### config.mk
export PLATFORM = sky130hd
export DESIGN_NAME = level_pwm
export DESIGN_NICKNAME = d
export VERILOG_FILES = /design/src/rtl/count_pkg.sv /design/src/rtl/slot_timer.sv /design/src/rtl/level_pwm.sv
export SDC_FILE = /design/constraint.sdc
export NUM_CORES = 1
export LEC_CHECK = 0
export ABC_AREA = 1
export BUFFER_PORTS_ARGS = -buffer_cell sky130_fd_sc_hd__buf_4
export CAP_MARGIN = 5
export CORE_MARGIN = 5
export CORE_UTILIZATION = 45
export CTS_BUF_LIST = sky130_fd_sc_hd__clkbuf_4
export DETAILED_ROUTE_END_ITERATION = 8
export HOLD_SLACK_MARGIN = 0.05
export PLACE_DENSITY = 0.75
export SKIP_CTS_REPAIR_TIMING = 1
export SLEW_MARGIN = 20
export SYNTH_ARGS = -nofsm -noshare
export SYNTH_HDL_FRONTEND = slang
export SYNTH_SLANG_ARGS = --single-unit
export TNS_END_PERCENT = 20
### constraint.sdc
create_clock -name clk -period 1.3 [get_ports clk]
set_input_delay 0.065 -clock clk [delete_from_list [all_inputs] [get_ports clk]]
set_output_delay 0.065 -clock clk [all_outputs]
set_load 0.005 [all_outputs]
### src/rtl/count_pkg.sv
// count_pkg: shared FSM state, slot count and field widths for the level PWM.
package count_pkg;
    typedef enum logic {IDLE, RUN} state_t;
    localparam int PWM_SLOTS = 8;
    localparam int LEVEL_W   = 3;
    localparam int SLOT_W    = 3;
    localparam int PRE_W     = 8;
endpackage

### src/rtl/slot_timer.sv
// slot_timer: prescaler plus slot counter that paces one 8-slot PWM period.
module slot_timer
    import count_pkg::*;
#(
    parameter int PRESCALE = 4
) (
    input  logic              clk,
    input  logic              reset,
    input  logic              run,
    output logic [SLOT_W-1:0] slot,
    output logic              last
);
    localparam logic [PRE_W-1:0] PRE_MAX = PRE_W'(PRESCALE - 1);
    logic [PRE_W-1:0] pre;
    logic             wrap;
    assign wrap = pre == PRE_MAX;
    assign last = run && wrap && slot == SLOT_W'(PWM_SLOTS - 1);
    // Held at zero while idle so a start always begins at slot 0, pre 0.
    always_ff @(posedge clk or posedge reset) begin
        if (reset) begin
            pre  <= '0;
            slot <= '0;
        end else if (!run) begin
            pre  <= '0;
            slot <= '0;
        end else begin
            pre  <= wrap ? '0 : pre + 1'b1;
            slot <= wrap ? slot + 1'b1 : slot;
        end
    end
endmodule

### src/rtl/level_pwm.sv
// level_pwm: 8-slot PWM whose duty is latched from level at period boundaries,
// with direction tracking and peak/trough pulses on duty turning points.
module level_pwm
    import count_pkg::*;
#(
    parameter int PRESCALE = 4
) (
    input  logic               clk,
    input  logic               reset,
    input  logic [LEVEL_W-1:0] level,
    input  logic               level_valid,
    output logic               pwm_out,
    output logic               period_tick,
    output logic               dir_up,
    output logic               peak,
    output logic               trough
);
    state_t             state;
    logic [LEVEL_W-1:0] duty;
    logic [SLOT_W-1:0]  slot;
    logic               last;
    logic               run;
    assign run     = state == RUN;
    assign pwm_out = run && slot < duty;
    slot_timer #(.PRESCALE(PRESCALE)) u_timer (
        .clk   (clk),
        .reset (reset),
        .run   (run),
        .slot  (slot),
        .last  (last)
    );
    // Inputs only matter in IDLE or on the final cycle of a period.
    always_ff @(posedge clk or posedge reset) begin
        if (reset) begin
            state       <= IDLE;
            duty        <= '0;
            dir_up      <= 1'b1;
            period_tick <= 1'b0;
            peak        <= 1'b0;
            trough      <= 1'b0;
        end else begin
            period_tick <= 1'b0;
            peak        <= 1'b0;
            trough      <= 1'b0;
            if (state == IDLE) begin
                if (level_valid) begin
                    state       <= RUN;
                    duty        <= level;
                    period_tick <= 1'b1;
                end
            end else if (last) begin
                if (!level_valid) begin
                    state <= IDLE;
                    duty  <= '0;
                end else begin
                    duty        <= level;
                    period_tick <= 1'b1;
                    if (level > duty) begin
                        dir_up <= 1'b1;
                        trough <= !dir_up;
                    end else if (level < duty) begin
                        dir_up <= 1'b0;
                        peak   <= dir_up;
                    end
                end
            end
        end
    end
endmodule

==> results_dict.tcl <==
set metrics [dict create \
    synth_top_family_by_area "simple AND/OR/NAND/NOR gates" \
    root_buffer "clkbuf_4" \
    drtIter0Drc 29 \
    synth_area_leaders "dfrtp_1, nand2_1, ha_1, nand3_1, inv_1" \
    portBuffers 10 \
    drc_errors 0 \
    finalPower_mw 2.19 \
    first_global_vias 873 \
    cp.required_ps 1240 \
    grt-ovfl-total 0 \
    finalClockSkew_ps 7.47 \
    drive_gt1_share_pct 33.8 \
    cts_buffers 3 \
    drt-total-wl_um 2440 \
    hp-class "input pin to register" \
    whs_endpoint "duty[0]$_DFFE_PP0P_" \
    sw_frac_of_total_pct 39.2 \
    cts_tree "done" \
    synth_compound_gate_area_share_pct 6.70 \
    rr_startpoint "duty[2]$_DFFE_PP0P_" \
    rsz0062_at_grt "true" \
    core_area_um2 2250 \
    ys_ff_latch 19 \
    holdPathStages 5 \
    ys_types 24 \
    yosysSeqAreaShare_pct 44.0 \
    start_kind "register" \
    worstPathArrival_ps 1420 \
    finalCritPeriodShare_pct 114 \
    synth_fa_ha_area_share_pct 9.24 \
    htreeDepth 1 \
    fillers 198 \
    pwr-share-seq_pct 40.3 \
    fmax_ghz 0.674 \
    place_area_um2 1220 \
    tns_ps -364 \
    yosys.area_share.simple_pct 31.5 \
    layout_setup_ws_ps -184 \
    wl_per_cell_um 13.2 \
    violations "negative setup slack" \
    rr_worst_depth 9 \
    holdWs_ps 106 \
    clock_power_share_pct 14.8 \
    drv_slew 0 \
    synth_mux_area_share_pct 0 \
    grt_start_max_net_pins 20 \
    finalCriticalPeriod_ps 1480 \
    synth_top_area_cell "dfrtp_1" \
    relSlewSlack_pct 83.1 \
    min-delay-start "level[0]" \
    syn_area_um2 1080 \
    hpwlAfterDp_um 1630 \
    rrSetupSlack_ps -150 \
    clk_latency_ps 300 \
    io_pins 11 \
    ys_warn_count 0 \
    synthCells 134 \
    area_growth_pct 27.4 \
    antenna_found_initial 0 \
    synth.avg_cell_area_um2 8.09 \
    peakVddDrop_mv 0.758 \
    status "finished with violations" \
    clk_pin_slew_ps 100 \
    final_util_pct 61.2 \
    maxCapViolCount 0 \
    syn_nets 148 \
    synth_top_area_share_pct 41.6 \
    drt-pass1-iter-count 4 \
    nets 172 \
    r2r-end "dir_up$_DFFE_PP1P_" \
    fp.dieH_um 59.1 \
    power_leakage_nw 0.689 \
    p_switching_mw 0.858 \
    worstMarginPinSlew_ps 253 \
    rows 17 \
    synthXorXnorAreaFrac_pct 0.808 \
    finalHoldViolCount 0 \
    dieArea_um2 3490 \
    track_usage_pct 13.3 \
    grt_pass1_wl_um 3600 \
    clk_path_buf_depth 2 \
    via_per_inst 5.19 \
    power_density_nw_per_um2 1590 \
    p_comb_share_pct 44.9 \
    die_w_um 59.1 \
    ant_nets 0 \
    fin_area_um2 1380 \
    start_util_pct 48.1 \
    gp_congestion 0.762 \
    mostFrequentLayoutCells "nand2_1, dfrtp_1, buf_4, inv_1" \
    clkSinkCount 19 \
    setup_viol 3 \
    p_int_mw 1.33 \
    diodes 0 \
    crit_type "register to output pin" \
    crit_fanout 2 \
    crit_path_end_kind "output pin" \
    num_vias 961 \
    layout_commonest_cell "nand2_1" \
]
==> critical path: stages, from the launching register on <==
cell and delay, ps:
dfrtp_1 400, inv_2 90, ha_4 210, a21oi_2 130
nand2_1 70, nor2_1 110, buf_4 120
==> logic make-up (layout without fill, tap and decap cells) <==
| family | count (synthesis) | after routing |
|---|---|---|
| AOI/OAI and AO/OA | 13 | 13 |
| adders and majority gates | 8 | 8 |
| DFF | 19 | 19 |
| xor gates and xnor gates | 1 | 1 |
| buffers and inverters | 22 | 45 |
| and+or+nand+nor | 71 | 71 |
==> through the flow <==
step	instances	setup WS, ps
CTS	179	-256
detailed placement	175	-49.2
global placement	175	4.61
global route	185	-300
finish	185	-184
floorplan	134	52.0
==> Yosys cell counts, drive strengths merged <==
| master | count |
|---|---|
| nor2 | 17 |
| o21ai | 4 |
| ha | 8 |
| buf | 1 |
| o211ai | 1 |
| nand4 | 1 |
| or2 | 1 |
| nand3 | 16 |
| a21oi | 6 |
| dfrtp | 18 |
| nor3 | 6 |
| xor2 | 1 |
| a21boi | 2 |
| dfstp | 1 |
| nand2 | 30 |
| inv | 21 |
==> registers in the layout, summed over array words and instances (netlist names) <==
signal,flops
duty,3
period_tick,1
dir_up,1
run,1
u_timer.pre,8
trough,1
u_timer.slot,3
peak,1
==> power groups by stage <==
| stage | sequential [mW] | combinational (mW) | clock (mW) |
|---|---|---|---|
| detailed placement | 0.872 | 0.813 | 0 |
| global route | 0.906 | 1.12 | 0.361 |
| floorplan | 0.850 | 0.587 | 0 |
| CTS | 0.858 | 0.823 | 0.335 |
| global placement | 0.865 | 0.780 | 0 |
| finish | 0.881 | 0.983 | 0.324 |
==> metal layers <==
metal	GRT usage [%]	share of wire, %	wire length (µm)
met1	16.5	43	1060
met5	0	0	0
met4	6.80	3.5	86
met3	3.05	2.5	60
met2	21.5	50	1230
==> worst max path at each step <==
| stage | start | endpoint | slack (ps) |
|---|---|---|---|
| after floorplan | duty[2]$_DFFE_PP0P_ | dir_up$_DFFE_PP1P_ | 50 |
| after global placement | duty[2]$_DFFE_PP0P_ | dir_up$_DFFE_PP1P_ | 5 |
| after detailed placement | duty[2]$_DFFE_PP0P_ | dir_up$_DFFE_PP1P_ | -50 |
| after CTS | duty[2]$_DFFE_PP0P_ | pwm_out | -260 |
| after global routing | u_timer.slot[2]$_DFFE_PP0P_ | pwm_out | -300 |
| final | duty[2]$_DFFE_PP0P_ | pwm_out | -180 |
==> cell type report <==
cell class / instances / area [µm²] / share of cell area, %
clock buffers: 4 / 30.0 / 2.18
inverters: 21 / 78.8 / 5.71
multi-input cells: 93 / 604 / 43.8
flip-flops and latches: 19 / 477 / 34.5
well taps: 28 / 35.0 / 2.54
repair buffers: 20 / 155 / 11.2
Power figures use the tool's default switching activity.
